## src/rtl/lsu_mem_master.sv

```systemverilog
// Load/store unit driving a byte-addressed 64-bit data memory.
// Sub-doubleword stores are done as read-modify-write because the memory always writes 8 bytes.
module lsu_mem_master #(
    parameter int unsigned MEM_BYTES = 256
) (
    input  logic        clk,
    input  logic        reset_n,
    input  logic        req_valid,
    output logic        req_ready,
    input  logic        req_store,
    input  logic [2:0]  funct3,
    input  logic [63:0] addr,
    input  logic [63:0] store_data,
    output logic        done,
    output logic        err,
    output logic [63:0] load_data,
    output logic [63:0] Mem_Addr,
    output logic [63:0] Write_Data,
    output logic        Mem_Read,
    output logic        Mem_Write,
    input  logic [63:0] Read_Data
);

    localparam logic [63:0] LP_MAX_ADDR = 64'(MEM_BYTES - 32'd8);

    typedef enum logic [2:0] {
        S_IDLE,
        S_LOAD,
        S_RMW_RD,
        S_WRITE,
        S_DONE
    } state_t;

    state_t      r_state;
    logic        r_req_ready;
    logic        r_done;
    logic        r_err;
    logic [63:0] r_load_data;
    logic [63:0] r_mem_addr;
    logic [63:0] r_write_data;
    logic        r_mem_read;
    logic        r_mem_write;
    logic [2:0]  r_funct3;
    logic [63:0] r_store_data;

    logic        w_misaligned;
    logic        w_req_err;
    logic [63:0] w_load_ext;
    logic [63:0] w_rmw_data;

    // Request screening on the live inputs, used only at the acceptance edge
    always_comb begin
        w_misaligned = 1'b0;
        case (funct3[1:0])
            2'd0:    w_misaligned = 1'b0;
            2'd1:    w_misaligned = addr[0];
            2'd2:    w_misaligned = |addr[1:0];
            default: w_misaligned = |addr[2:0];
        endcase
        w_req_err = w_misaligned
                  | (addr > LP_MAX_ADDR)
                  | (funct3 == 3'b111)
                  | (req_store & funct3[2]);
    end

    // Load result extension from the latched size/sign code
    always_comb begin
        w_load_ext = Read_Data;
        case (r_funct3)
            3'b000:  w_load_ext = {{56{Read_Data[7]}},  Read_Data[7:0]};
            3'b001:  w_load_ext = {{48{Read_Data[15]}}, Read_Data[15:0]};
            3'b010:  w_load_ext = {{32{Read_Data[31]}}, Read_Data[31:0]};
            3'b100:  w_load_ext = {56'd0, Read_Data[7:0]};
            3'b101:  w_load_ext = {48'd0, Read_Data[15:0]};
            3'b110:  w_load_ext = {32'd0, Read_Data[31:0]};
            default: w_load_ext = Read_Data;
        endcase
    end

    // Store merge: low bytes from the store source, upper bytes kept from memory
    always_comb begin
        w_rmw_data = Read_Data;
        case (r_funct3[1:0])
            2'd0:    w_rmw_data = {Read_Data[63:8],  r_store_data[7:0]};
            2'd1:    w_rmw_data = {Read_Data[63:16], r_store_data[15:0]};
            2'd2:    w_rmw_data = {Read_Data[63:32], r_store_data[31:0]};
            default: w_rmw_data = r_store_data;
        endcase
    end

    always_ff @(posedge clk or negedge reset_n) begin
        if (!reset_n) begin
            r_state      <= S_IDLE;
            r_req_ready  <= 1'b1;
            r_done       <= 1'b0;
            r_err        <= 1'b0;
            r_load_data  <= 64'd0;
            r_mem_addr   <= 64'd0;
            r_write_data <= 64'd0;
            r_mem_read   <= 1'b0;
            r_mem_write  <= 1'b0;
            r_funct3     <= 3'd0;
            r_store_data <= 64'd0;
        end else begin
            case (r_state)
                S_IDLE: begin
                    if (req_valid) begin
                        r_req_ready  <= 1'b0;
                        r_mem_addr   <= addr;
                        r_funct3     <= funct3;
                        r_store_data <= store_data;
                        if (w_req_err) begin
                            r_state     <= S_DONE;
                            r_done      <= 1'b1;
                            r_err       <= 1'b1;
                            r_load_data <= 64'd0;
                        end else if (!req_store) begin
                            r_state    <= S_LOAD;
                            r_mem_read <= 1'b1;
                        end else if (funct3[1:0] == 2'd3) begin
                            r_state      <= S_WRITE;
                            r_mem_write  <= 1'b1;
                            r_write_data <= store_data;
                        end else begin
                            r_state    <= S_RMW_RD;
                            r_mem_read <= 1'b1;
                        end
                    end
                end
                S_LOAD: begin
                    r_state     <= S_DONE;
                    r_mem_read  <= 1'b0;
                    r_done      <= 1'b1;
                    r_load_data <= w_load_ext;
                end
                S_RMW_RD: begin
                    r_state      <= S_WRITE;
                    r_mem_read   <= 1'b0;
                    r_mem_write  <= 1'b1;
                    r_write_data <= w_rmw_data;
                end
                S_WRITE: begin
                    r_state     <= S_DONE;
                    r_mem_write <= 1'b0;
                    r_done      <= 1'b1;
                end
                S_DONE: begin
                    r_state     <= S_IDLE;
                    r_done      <= 1'b0;
                    r_err       <= 1'b0;
                    r_req_ready <= 1'b1;
                end
                default: begin
                    r_state     <= S_IDLE;
                    r_done      <= 1'b0;
                    r_err       <= 1'b0;
                    r_mem_read  <= 1'b0;
                    r_mem_write <= 1'b0;
                    r_req_ready <= 1'b1;
                end
            endcase
        end
    end

    assign req_ready  = r_req_ready;
    assign done       = r_done;
    assign err        = r_err;
    assign load_data  = r_load_data;
    assign Mem_Addr   = r_mem_addr;
    assign Write_Data = r_write_data;
    assign Mem_Read   = r_mem_read;
    assign Mem_Write  = r_mem_write;

endmodule

```

## config.mk

```make
export PLATFORM = sky130hd
export DESIGN_NAME = lsu_mem_master
export DESIGN_NICKNAME = d
export VERILOG_FILES = /design/src/rtl/lsu_mem_master.sv
export SDC_FILE = /design/constraint.sdc
export NUM_CORES = 1
export LEC_CHECK = 0
export BUFFER_PORTS_ARGS = -buffer_cell sky130_fd_sc_hd__buf_2
export CAP_MARGIN = 20
export CELL_PAD_IN_SITES_DETAIL_PLACEMENT = 1
export CELL_PAD_IN_SITES_GLOBAL_PLACEMENT = 1
export CORE_ASPECT_RATIO = 0.75
export CORE_MARGIN = 3
export CORE_UTILIZATION = 37
export CTS_BUF_LIST = sky130_fd_sc_hd__clkbuf_8
export CTS_CLUSTER_DIAMETER = 50
export DETAILED_ROUTE_END_ITERATION = 6
export GPL_ROUTABILITY_DRIVEN = 0
export GPL_TIMING_DRIVEN = 0
export HOLD_SLACK_MARGIN = 0.03
export PLACE_DENSITY_LB_ADDON = 0.12
export SETUP_SLACK_MARGIN = 0.4
export SLEW_MARGIN = 40
export SYNTH_ARGS = -nofsm -noshare
export SYNTH_HDL_FRONTEND = slang
export SYNTH_SLANG_ARGS = --single-unit
```

## constraint.sdc

```tcl
create_clock -name clk -period 1.9 [get_ports clk]
set_input_delay 0.19 -clock clk [delete_from_list [all_inputs] [get_ports clk]]
set_output_delay 0.19 -clock clk [all_outputs]
set_load 0.02 [all_outputs]
```

# After elaboration in Yosys (flattened, before gate mapping)
# Index checks and enable logic that the tools add are counted.
# classes
n_addsub	0
n_mul	0
div_mod_pow	0
n_lt_le_gt_ge	1
eq_ne	21
shift	0
muxes	32
n_bitwise	8
reduce_logical	20
# op_table
op	count
$mux W64	6
$pmux W64 S6	1
$pmux W64 S2	2
$pmux W64 S3	1
$gt A64 B8 Y1 const B	1
$eq A3 B3 Y1 const B	5
$mux W1	12
$ne A2 B2 Y1 const B	5
$reduce_and A5 Y1	2
$eq A3 B2 Y1 const B	3
$pmux W1 S3	3
$pmux W3 S3	1
$reduce_and A3 Y1	3
$reduce_or A2 Y1	4
$eq A2 B2 Y1 const B	3
$eq A3 B1 Y1 const B	2
$logic_not A3 Y1	2
$mux W3	2
$pmux W1 S2	3
$reduce_or A3 Y1	2
$eq A2 B1 Y1 const B	2
$logic_not A2 Y1	2
$not A1 Y1	4
$reduce_and A2 Y1	2
other kinds (6)	9
# totals
ff_bits	267
latch_bits	0
mem_bits_rw	0
mem_bits_ro	0
inputBits	199
output_inout_bits	197
elab_cells	93
n_memories	0

# Longest topological paths before layout
# Gate-level depths: netlist of the first run.
# logic_depth
word_depth	8
depth_mapped	8

# Worst setup path before layout of the first run
# No wires, ideal clock.
# synth_timing
kind	reg2reg
start	register r_state[0]
end	register r_mem_addr[49], in the netlist Mem_Addr[49]
setup_ps	125
t_arrival_ps	1713
required_time_ps	1775
path_slack_ps	62
path_stages_with_launch	7
n_path_buf	3
synth_period_minus_slack_ps	1838
cell_sequence	dfrtp_1 nor3_1 and2_1 clkbuf_1 buf_2 buf_2 mux2_2
# synth_via
elab_chain_cells	2
# synth_lines
element	line	source
from (decl)	34	state_t r_state;
from (signal assigned)	93	r_state <= S_IDLE;
from (signal assigned)	113	r_state <= S_DONE;
from (signal assigned)	118	r_state <= S_LOAD;
$logic_not A3 Y1	105	case (r_state)
$reduce_and A2 Y1 (no line)	-	
to (signal assigned)	109	r_mem_addr <= addr;
to (decl)	39	logic [63:0] r_mem_addr;
# Every way passes these cells.
# A chain may end at the register's enable or synchronous reset.

# Worst setup path after layout of the first run
# layout_timing
start	register r_state[2]
end	register r_write_data[63], in the netlist Write_Data[63]
# layout_via
elab_chain_cells	3
word_cells_on_any_way	9
# layout_lines
element	line	source
$eq A3 B2 Y1 / $logic_not A3 Y1 (equally long branches)	105	
$reduce_bool A2 Y1 (no line) / $ne A2 B2 Y1 (equally long branches)	-	
$reduce_and A5 Y1 (no line)	-	
to (signal assigned)	123	r_write_data <= store_data;
to (signal assigned)	140	r_write_data <= w_rmw_data;
to (decl)	40	logic [63:0] r_write_data;
# Parallel ways exist; a longest one is shown, timed or not.

==> results of run 1 <==
## metrics by stage
step                TNS (ns)  hold WS [ns]  setup WS, ns  total power, W
global placement    -1364.63        0.4258        -5.315        0.009259
detailed placement    -76.31        0.1039       -0.6800        0.009373
floorplan                  0       -0.1056        0.2482        0.008152
finish               -0.2197       0.02721      -0.05816         0.01715
global route          -1.968       0.04143       -0.1637         0.01765
CTS                        0       0.03126       0.01165         0.01636
## cells in the final DEF, fill, tap and decap left out, drive strengths merged, types with 2 or more instances in the layout
cell type and count:
nand2 140, buf 534, nor2 77, a31oi 3, dfrtp 266, a211oi 72, mux2 131, nor3 6
nand3b 2, o21ai 109, a21oi 38, diode 8, and3 65, bufinv 5, nor4 15, dlygate4sd3 194
or3 4, clkinv 3, or3b 2, a221oi 8, inv 52, and2 2, clkbuf 124, clkinvlp 2
nand3 10, nand4 66, a22o 8, a21o 25, mux2i 57, o21a 2, o211ai 64
## cell type report
| cell class | instances | area share |
|---|---|---|
| multi-input cells | 918 | 0.3386 |
| flip-flops and latches | 267 | 0.2902 |
| repair buffers | 669 | 0.2320 |
| plain buffers | 126 | 0.06025 |
| clock buffers | 58 | 0.03463 |
| well taps | 496 | 0.02692 |
| clock inverters | 27 | 0.01080 |
| inverters | 35 | 0.005699 |
| diodes | 8 | 0.0008685 |
## sequential cells by signal, indices dropped and copies added (netlist names)
register / cells
Mem_Addr: 64
Write_Data: 64
load_data: 64
r_store_data: 64
r_funct3: 3
r_state: 3
Mem_Read: 1
Mem_Write: 1
done: 1
err: 1
req_ready: 1
## per-layer routing
| metal | wire [µm] | share of wire | track usage |
|---|---|---|---|
| met5 | 9 | 0.00012 | 0 |
| met4 | 3840 | 0.050 | 0.1289 |
| met3 | 5946 | 0.078 | 0.07016 |
| met2 | 35580 | 0.47 | 0.5494 |
| met1 | 30680 | 0.40 | 0.4457 |
## what timing repair did
action	CTS	global route
setup endpoints to repair	268	269
cloned	19	6
hold buffers	194	0
pin swaps	15	27
hold endpoints to repair	436	0
buffers inserted	37	14
gates resized for setup	304	211
## final timing paths
kind / to / cells after the start
max in group asynchronous: load_data[18] / 4
max: Write_Data[63] / 8
min: load_data[52] / 2
max reg2reg: Write_Data[63] / 8
min in group clk: req_ready / 4
min reg2reg: load_data[14] / 1
## critical path: cells and delay by family, from the launching register on
kind	cells	cell delay [ns]
compound gates	2	0.23
simple gates	3	0.64
flops	1	0.45
buf+inv	3	0.52
## power breakdown
group          internal (W)  total, W  switching [W]
registers           0.00614   0.00653       0.000388
logic               0.00209   0.00437        0.00227
clock network       0.00344   0.00625        0.00281
total                0.0117    0.0171        0.00547
## kinds of logic after synthesis
logic type | synth area share
xor gates and xnor gates | 0.0006420
and+or+nand+nor | 0.1405
AOI/OAI and AO/OA | 0.1668
muxes | 0.1499
DFF | 0.4898
buffers and inverters | 0.05236
==> out/qor.log, run 1 <==
qor: status.status finished, violations left
qor: status.violations setup timing
qor: clocking.cts.sink_count 267
qor: clocking.clock_latency 0.63 ns
qor: logic_synthesis.yosys.area.top_type_share 0.4878
qor: layout.final_net_count 2264
qor: critical_path.critPathLaunchType register
qor: layout.final_area 0.02305 mm²
qor: layout.nFillCells 3808
qor: place.placed_area 0.01703 mm²
qor: routing.total_drc_errors_in_the_routed_layout 0
qor: logic_synthesis.synth-edff-count 0
qor: global_routing.grt.overflow.total 0
qor: layout.fin_util 0.6384
qor: floorplanning.initial_core_utilization 0.3779
qor: layout.layout-drive-gt1-share 0.4776
qor: global_routing.grt_pass1_vias 15614
qor: routing.avgRoutedWirePerCell 29.21 µm
qor: clocking.clock_tree_from_tritoncts built
qor: critical_path.worstSetupStartpoint r_state[2]
qor: logic_synthesis.netlist_instances 1346
qor: critical_path.critical_path_class reg2reg
qor: critical_path.cp_data_required_time 2.38 ns
qor: timing.setup_slack -0.05816 ns
qor: pwr.power_per_cell_area 743.9 mW/mm²
qor: routing.vias 15470
qor: routing.routed_wl 76.06 mm
qor: timing.worst-slew-pin-transition 0.6595 ns
qor: logic_synthesis.netlist_area 0.01364 mm²
qor: timing.period_share 1.031
qor: timing.achievable-frequency 510.7 MHz
qor: logic_synthesis.synth_flop_cell sky130_fd_sc_hd__dfrtp_1
qor: timing.slew_headroom 0.5604
qor: timing.timing.final.crit_period 1.958 ns
qor: layout.multi_input_area 0.007805 mm²
qor: critical_path.critPathMaxStageDelay 0.45 ns
qor: timing.final_hold_viol_count 0
qor: flow_run.number_of_maximum_capacitance_violations 0
qor: clocking.ctsHtreeMaxLevel 2
qor: routing.antenna_violating_nets_post_route 0
qor: global_routing.grt_first_pass_wirelength 101.5 mm
qor: timing.fin_skew 0.04552 ns
qor: critical_path.cp_slowest_cell sky130_fd_sc_hd__dfrtp_2
qor: place.portBuffers 395
qor: routing.detail_route.vias_per_cell 5.941
qor: logic_synthesis.synth_top_cells_by_area sky130_fd_sc_hd__dfrtp_1, sky130_fd_sc_hd__mux2_2, sky130_fd_sc_hd__mux2i_1, sky130_fd_sc_hd__a211oi_1, sky130_fd_sc_hd__nand2_1
qor: logic_synthesis.synth.lib_cells_used.distinct 45
qor: place.placed_cells 2241
qor: place.dp_hpwl 42.23 mm
qor: logic_synthesis.async_reset_ff_frac 1.000
qor: clocking.numCtsBuffers 48
qor: critical_path.worst_r2r_startpoint r_state[2]
qor: timing.timing.final.max_slew_violations 0
qor: logic_synthesis.synth.most_common_cell sky130_fd_sc_hd__dfrtp_1
qor: pwr.vdd_ir_drop_max 0.0004211 V
qor: floorplanning.total_die_area 0.03924 mm²
qor: clocking.clock_tree.root_cell sky130_fd_sc_hd__clkbuf_8
qor: critical_path.cp_common_cell sky130_fd_sc_hd__buf_6
qor: logic_synthesis.synth.top_cells.by_count sky130_fd_sc_hd__dfrtp_1, sky130_fd_sc_hd__nand2_1, sky130_fd_sc_hd__mux2_2, sky130_fd_sc_hd__o21ai_0, sky130_fd_sc_hd__nor2_1
qor: global_routing.grt_antenna_before_repair 8
qor: global_routing.grt_start_max_net_pins 66
qor: critical_path.nature_of_the_critical_path_endpoint register
qor: critical_path.crit_chain or3b_1, buf_6, buf_6, clkbuf_8, nand2_1, o21ai_1, nand4_1, o211ai_1
qor: critical_path.crit_fanout 10
qor: floorplanning.core_region_area 0.03611 mm²
qor: clocking.path_clk_slew 0.08 ns
qor: floorplanning.design.portCount 396
qor: logic_synthesis.ys.warnings.count 0
qor: logic_synthesis.synth.largest_area_cell sky130_fd_sc_hd__dfrtp_1
qor: layout.areaGrowthSynthToFinish 68.94%
qor: logic_synthesis.synthesis.area_per_instance 10.14 µm²
qor: timing.grt_setup_unrepaired true
qor: worst_hold_path.timing.hold.worst.class in2async
qor: floorplanning.dieWidth 227.7 µm
qor: routing.drt_first_pass_iters 5
qor: timing.timing.final.setup_violations 8
qor: critical_path.cp_data_arrival_time 2.44 ns
qor: logic_synthesis.synth_seq_area_share 0.4898
qor: logic_synthesis.synth_seq_cells 267
qor: critical_path.ff2ff_setup_slack -0.06 ns
qor: pwr.total_leakage_power 10.88 nW
qor: floorplanning.die_y 172.3 µm
qor: layout.register_area 0.006689 mm²
qor: layout.instances_no_fill 2604
qor: global_routing.grt_util_all_layers 0.3370
qor: logic_synthesis.mappedNetlistNets 1545
qor: floorplanning.rows 60
qor: clocking.cts.path.max_buffers 3
qor: routing.drt-initial-drc-count 1379
Power figures use the tool's default switching activity.
==> run 2: changes to the inputs <==
--- a/config.mk
+++ b/config.mk
@@ -11,7 +11,7 @@
 export CELL_PAD_IN_SITES_GLOBAL_PLACEMENT = 1
 export CORE_ASPECT_RATIO = 0.75
 export CORE_MARGIN = 3
-export CORE_UTILIZATION = 37
+export CORE_UTILIZATION = 44
 export CTS_BUF_LIST = sky130_fd_sc_hd__clkbuf_8
 export CTS_CLUSTER_DIAMETER = 50
 export DETAILED_ROUTE_END_ITERATION = 6
==> constraint.sdc (replaced) <==
create_clock -name clk -period 2.4 [get_ports clk]
set_input_delay 0.24 -clock clk [delete_from_list [all_inputs] [get_ports clk]]
set_output_delay 0.24 -clock clk [all_outputs]
set_load 0.02 [all_outputs]
==> run 2 against run 1 <==
Against the previous run:
- the run now ends clean
- clock power decreased by 27%
- count of clock-buffer cells in the layout grew 4
- power fell by 29%
- sequential cell count unchanged
- register-to-register slack improved by 0.48 ns
- combinational power down 41%
- non-clock buffer count decreased by 86
- cell count fell by 7.3%
- clock skew fell by 0.020 ns
- critical endpoint is now Mem_Addr[61]
- largest cell class is now registers
- highest routed layer unchanged
==> out/qor.log, run 2 (synthesized netlist as in run 1, its figures left out) <==
qor: status.status finished clean
qor: clocking.path_clk_slew 0.07 ns
qor: routing.met1Wirelength 25.37 mm
qor: clocking.numCtsBuffers 47
qor: pwr.vdd_ir_drop_max 0.0003552 V
qor: critical_path.crit_fanout 10
qor: routing.wl_met2 29.84 mm
qor: routing.vias 14322
qor: clocking.cts.path.max_buffers 3
qor: floorplanning.core_region_area 0.03035 mm²
qor: floorplanning.die_y 158.5 µm
qor: layout.nFillCells 3399
qor: routing.detail_route.vias_per_cell 5.930
qor: timing.timing.final.crit_period 1.979 ns
qor: routing.antenna_violating_nets_post_route 0
qor: routing.wl_met3 4.968 mm
qor: critical_path.cp_data_required_time 2.85 ns
qor: timing.final_hold_viol_count 0
qor: routing.drt-initial-drc-count 1133
qor: layout.layout.cells.most_common_list sky130_fd_sc_hd__buf_2, sky130_fd_sc_hd__dfrtp_1, sky130_fd_sc_hd__dlygate4sd3_1
qor: global_routing.grt_util_all_layers 0.3591
qor: timing.period_share 0.8245
qor: global_routing.grt_pass1_vias 15438
qor: timing.timing.final.max_slew_violations 0
qor: global_routing.grt_first_pass_wirelength 92.73 mm
qor: place.pre_cts_setup_slack -0.4862 ns
qor: critical_path.cp_slowest_cell sky130_fd_sc_hd__dfrtp_2
qor: timing.fin_setup_tns 0 ns
qor: clocking.cts.sink_count 267
qor: critical_path.crit_chain nor3_2, and2_1, buf_2, buf_12, buf_6, mux2_2
qor: routing.total_drc_errors_in_the_routed_layout 0
qor: timing.slew_headroom 0.4420
qor: place.portBuffers 395
qor: layout.final_net_count 2177
qor: routing.top_signal_layer_used met5
qor: critical_path.nature_of_the_critical_path_endpoint register
qor: floorplanning.rows 55
qor: clocking.clock_tree.root_cell sky130_fd_sc_hd__clkbuf_8
qor: floorplanning.total_die_area 0.03318 mm²
qor: timing.timing.final.setup_violations 0
qor: timing.achievable-frequency 505.3 MHz
qor: layout.layout-drive-gt1-share 0.3828
qor: critical_path.critPathMaxStageDelay 0.45 ns
qor: critical_path.cp_data_arrival_time 2.43 ns
qor: pwr.total_leakage_power 9.369 nW
qor: global_routing.grt_antenna_before_repair 8
qor: critical_path.critical_path_class reg2reg
qor: timing.fin_skew 0.02543 ns
qor: floorplanning.design.portCount 396
qor: routing.avgRoutedWirePerCell 25.95 µm
qor: timing.grt_setup_unrepaired true
qor: layout.areaGrowthSynthToFinish 43.20%
qor: clocking.ctsHtreeMaxLevel 2
qor: floorplanning.initial_core_utilization 0.4496
qor: flow_run.number_of_maximum_capacitance_violations 0
qor: routing.routed_wl 62.67 mm
qor: global_routing.grt.overflow.total 0
qor: routing.drt_first_pass_iters 5
qor: layout.final_common_cell sky130_fd_sc_hd__buf_2
qor: place.dp_hpwl 40.28 mm
qor: layout.final_area 0.01954 mm²
qor: worst_hold_path.timing.hold.worst.class in2reg
qor: timing.worst-slew-pin-transition 0.8324 ns
qor: timing.setup_slack 0.4211 ns
qor: place.placed_area 0.01625 mm²
qor: critical_path.critPathLaunchType register
qor: clocking.clock_latency 0.58 ns
qor: global_routing.grt_start_max_net_pins 69
qor: layout.fin_util 0.6438
qor: clocking.clock_tree_from_tritoncts built
qor: floorplanning.dieWidth 209.3 µm
qor: pwr.power_per_cell_area 625.9 mW/mm²
run 2: cell types whose count changed in the layout (fill, tap and decap cells not counted), moves of 17 or more:
cell	change
sky130_fd_sc_hd__a21oi_2	-22
sky130_fd_sc_hd__o21ai_2	-22
sky130_fd_sc_hd__buf_12	-26
sky130_fd_sc_hd__o21ai_0	+46
sky130_fd_sc_hd__a211oi_2	-55
sky130_fd_sc_hd__mux2_2	+119
sky130_fd_sc_hd__a211oi_1	+59
sky130_fd_sc_hd__dlygate4sd3_1	-19
sky130_fd_sc_hd__mux2_4	-119
sky130_fd_sc_hd__a21oi_1	+29
sky130_fd_sc_hd__buf_6	-19
sky130_fd_sc_hd__clkbuf_16	-17
run 2: worst paths after layout:
kind / from / end / slack [ns] / cells past startpoint
hold reg to reg: load_data[28] / load_data[28] / 0.47 / 1
setup reg to reg: r_state[2] / Mem_Addr[61] / 0.42 / 6
min in group asynchronous: reset_n / load_data[4] / 0.09 / 2
max in group asynchronous: reset_n / r_store_data[27] / 1.03 / 5
hold / removal: Read_Data[19] / load_data[19] / 0.07 / 4
setup / recovery: r_state[2] / Mem_Addr[61] / 0.42 / 6
run 2: worst max-delay path, delay by kind of cell (launching register included):
family                 cells  cell delay [ns]
buffers and inverters      3             0.61
DFF                        1             0.45
muxes                      1             0.37
and+or+nand+nor            2             0.43
run 2: where the power goes:
| part | leakage (nW) | internal [W] | total, W | switching (W) |
|---|---|---|---|---|
| Sequential | 3.14 | 0.00486 | 0.00511 | 0.000245 |
| Clock | 0.554 | 0.00250 | 0.00456 | 0.00205 |
| Combinational | 5.68 | 0.00111 | 0.00257 | 0.00145 |
run 2: per-stage QoR:
stage	hold WS, ns	power, W	std cells
global route	0.08090	0.01263	2415
CTS	0.03141	0.01202	2403
floorplan	-0.05559	0.006310	1346
detailed placement	0.09755	0.007265	2144
global placement	0.4555	0.007144	2140
finish	0.06719	0.01223	2415
run 2: per-layer routing:
layer  up-vias  global-route usage
li1       6198                   -
met1      7294              0.4527
met2       669              0.6004
met3       159             0.09257
met4         2              0.1380
met5         -                   0
run 2: timing repair:
| action | in CTS | in global routing |
|---|---|---|
| resized for setup | 87 | 106 |
| endpoints found under the hold margin | 264 | 0 |
| hold buffers | 175 | 0 |
| endpoints found under the setup margin | 250 | 220 |
| setup buffers | 4 | 5 |
| pin swaps | 1 | 1 |
run 2: layout make-up:
type	count	area [µm²]	share of cell area
diodes	7	17.52	0.0008965
plain buffers	126	838.3	0.04290
flip-flops and latches	267	6685	0.3421
repair buffers	583	3941	0.2017
clock buffers	62	853.3	0.04367
multi-input cells	918	6447	0.3300
inverters	35	131.4	0.006724
well taps	399	499.2	0.02555
clock inverters	18	125.1	0.006404
==> run 3: changes to the inputs <==
--- a/config.mk
+++ b/config.mk
@@ -11,7 +11,7 @@
 export CELL_PAD_IN_SITES_GLOBAL_PLACEMENT = 1
 export CORE_ASPECT_RATIO = 0.75
 export CORE_MARGIN = 3
-export CORE_UTILIZATION = 44
+export CORE_UTILIZATION = 41
 export CTS_BUF_LIST = sky130_fd_sc_hd__clkbuf_8
 export CTS_CLUSTER_DIAMETER = 50
 export DETAILED_ROUTE_END_ITERATION = 6
==> constraint.sdc (replaced) <==
create_clock -name clk -period 1.97 [get_ports clk]
set_input_delay 0.197 -clock clk [delete_from_list [all_inputs] [get_ports clk]]
set_output_delay 0.197 -clock clk [all_outputs]
set_load 0.02 [all_outputs]
==> run 3 against run 2 <==
Against the previous run:
- register-to-register slack worse by 0.39 ns
- worst hold slack better by 0.064 ns
- non-clock buffer count rose by 55
- utilization up 2.3 points
- combinational power grew 48%
- sequential share of layout area decreased by 3.4 points
- via count grew 5.9%
==> out/qor.log, run 3 (synthesized netlist as in run 1, its figures left out) <==
qor: status.status finished clean
qor: pwr.vdd_ir_drop_max 0.0005649 V
qor: routing.drt-initial-drc-count 1416
qor: critical_path.worst_r2r_startpoint r_state[0]
qor: routing.total_drc_errors_in_the_routed_layout 0
qor: global_routing.grt_pass1_vias 15785
qor: place.dp_hpwl 41.27 mm
qor: critical_path.worstSetupStartpoint addr[24]
qor: timing.fin_skew 0.05937 ns
qor: critical_path.nature_of_the_critical_path_endpoint register
qor: global_routing.grt_first_pass_wirelength 98.28 mm
qor: pwr.p_int 0.01047 W
qor: layout.layout.cells.most_common_list sky130_fd_sc_hd__buf_2, sky130_fd_sc_hd__dfrtp_1, sky130_fd_sc_hd__dlygate4sd3_1
qor: critical_path.ff2ff_setup_slack 0.03 ns
qor: floorplanning.dieWidth 216.6 µm
qor: timing.achievable-frequency 511.2 MHz
qor: clocking.clock_latency 0.61 ns
qor: routing.detail_route.vias_per_cell 6.021
qor: routing.antenna_violating_nets_post_route 0
qor: clocking.ctsHtreeMaxLevel 2
qor: critical_path.crit-reg2reg-capture Write_Data[15]
qor: timing.period_share 0.9930
qor: layout.instances_no_fill 2518
qor: timing.final_hold_viol_count 0
qor: timing.worst-slew-pin-transition 0.6710 ns
qor: global_routing.grt_util_all_layers 0.3588
qor: critical_path.cp_data_arrival_time 2.46 ns
qor: timing.timing.final.max_slew_violations 0
qor: pwr.total_power 0.01558 W
qor: routing.routed_wl 71.69 mm
qor: floorplanning.core_region_area 0.03259 mm²
qor: timing.grt_setup_unrepaired true
qor: global_routing.grt_antenna_before_repair 8
qor: pwr.comb_power_share 0.244
qor: routing.avgRoutedWirePerCell 28.47 µm
qor: clocking.path_clk_slew 0.07 ns
qor: critical_path.capturing_instance_or_port_of_the_critical_path Write_Data[56]
qor: floorplanning.die_y 164.0 µm
qor: pwr.power_per_cell_area 717.1 mW/mm²
qor: pwr.sw_frac_of_total 0.3280
qor: timing.timing.final.crit_period 1.956 ns
qor: pwr.seq_power_share 0.403
qor: clocking.clock_tree.root_cell sky130_fd_sc_hd__clkbuf_8
qor: critical_path.cp_data_required_time 2.47 ns
qor: pwr.total_leakage_power 10.16 nW
qor: critical_path.critical_path_class in2reg
qor: critical_path.crit_fanout 10
qor: routing.drt_first_pass_iters 5
qor: flow_run.number_of_maximum_capacitance_violations 0
qor: layout.areaGrowthSynthToFinish 59.27%
qor: place.portBuffers 395
qor: critical_path.critPathLaunchType primary input
qor: floorplanning.rows 57
qor: global_routing.grt_start_max_net_pins 75
qor: timing.fin_hold_ws 0.1309 ns
qor: clocking.cts.path.max_buffers 3
qor: global_routing.grt.overflow.total 0
qor: timing.timing.final.setup_violations 0
qor: place.placed_cells 2187
qor: floorplanning.initial_core_utilization 0.4186
qor: clocking.numCtsBuffers 47
qor: layout.final_common_cell sky130_fd_sc_hd__buf_2
qor: layout.layout-drive-gt1-share 0.4533
qor: pwr.power_switching 0.005112 W
qor: worst_hold_path.timing.hold.worst.class in2reg
qor: floorplanning.total_die_area 0.03553 mm²
qor: routing.vias 15162
qor: timing.slew_headroom 0.5526
qor: clocking.cts.sink_count 267
qor: clocking.clock_tree_from_tritoncts built
qor: layout.final_net_count 2232
qor: pwr.share_clk_of_total_power 0.353
qor: critical_path.ff2ff_path_depth 7
qor: floorplanning.design.portCount 396
-- run 3: critical path, cell delays in order --
cell and delay, ns:
sky130_fd_sc_hd__buf_2 0.11, sky130_fd_sc_hd__nor4_1 0.50, sky130_fd_sc_hd__nand4_1 0.20, sky130_fd_sc_hd__buf_4 0.21, sky130_fd_sc_hd__nor3_4 0.10, sky130_fd_sc_hd__buf_4 0.17
sky130_fd_sc_hd__buf_2 0.30, sky130_fd_sc_hd__buf_2 0.35, sky130_fd_sc_hd__nand4_1 0.18, sky130_fd_sc_hd__o211ai_1 0.15
-- run 3: cell type report --
| cell class | count | area (µm²) |
|---|---|---|
| Fill cell | 3473 | 10860 |
| Clock inverter | 22 | 118.9 |
| Antenna cell | 11 | 27.53 |
| Buffer | 126 | 1414 |
| Tap cell | 442 | 553.0 |
| Clock buffer | 59 | 812.0 |
| Timing Repair Buffer | 638 | 4622 |
| Multi-Input combinational cell | 918 | 7366 |
| Inverter | 35 | 131.4 |
| Sequential cell | 267 | 6686 |
-- run 3: how the worst min path moves through the flow --
stage	from	end	cells after the start
floorplan	reset_n	Mem_Addr[0]	0
global placement	Read_Data[0]	load_data[0]	2
detailed placement	reset_n	load_data[57]	1
CTS	Read_Data[31]	Write_Data[31]	5
global route	req_valid	done	4
finish	Read_Data[31]	Write_Data[31]	5
-- run 3: layer usage --
layer | part of all wire | wire length (µm) | track usage
met1 | 0.39 | 28210 | 0.4725
met2 | 0.48 | 34270 | 0.5926
met3 | 0.084 | 6017 | 0.07139
met4 | 0.044 | 3179 | 0.1303
met5 | 0.00015 | 11 | 0
-- run 3: stage by stage --
stage          utilization  setup slack [ns]  cell area (µm²)  TNS [ns]
2_1_floorplan            -            0.3124            14150         0
3_3_place_gp        0.5118            -5.147            16680  -1304.12
3_5_place_dp        0.5158           -0.5787            16810    -60.61
4_1_cts             0.6422            0.1592            20930         0
5_1_grt             0.6664          -0.02956            21720  -0.02956
6_report            0.6667           0.01373            21730         0
-- run 3: power by group through the flow --
stage	combinational (W)	clock (W)	sequential [W]
6_report	0.00381	0.00550	0.00628
4_1_cts	0.00338	0.00536	0.00619
2_1_floorplan	0.00133	0	0.00651
5_1_grt	0.00398	0.00578	0.00631
3_3_place_gp	0.00266	0	0.00624
3_5_place_dp	0.00274	0	0.00628
-- run 3: what timing repair did --
| action | 4_1_cts | 5_1_grt |
|---|---|---|
| pin swaps | 10 | 35 |
| setup buffers | 22 | 8 |
| gates cloned | 8 | 4 |
| hold buffers | 197 | 0 |
| gates resized for setup | 256 | 174 |
| setup endpoints to repair | 264 | 266 |
| endpoints found under the hold margin | 390 | 0 |
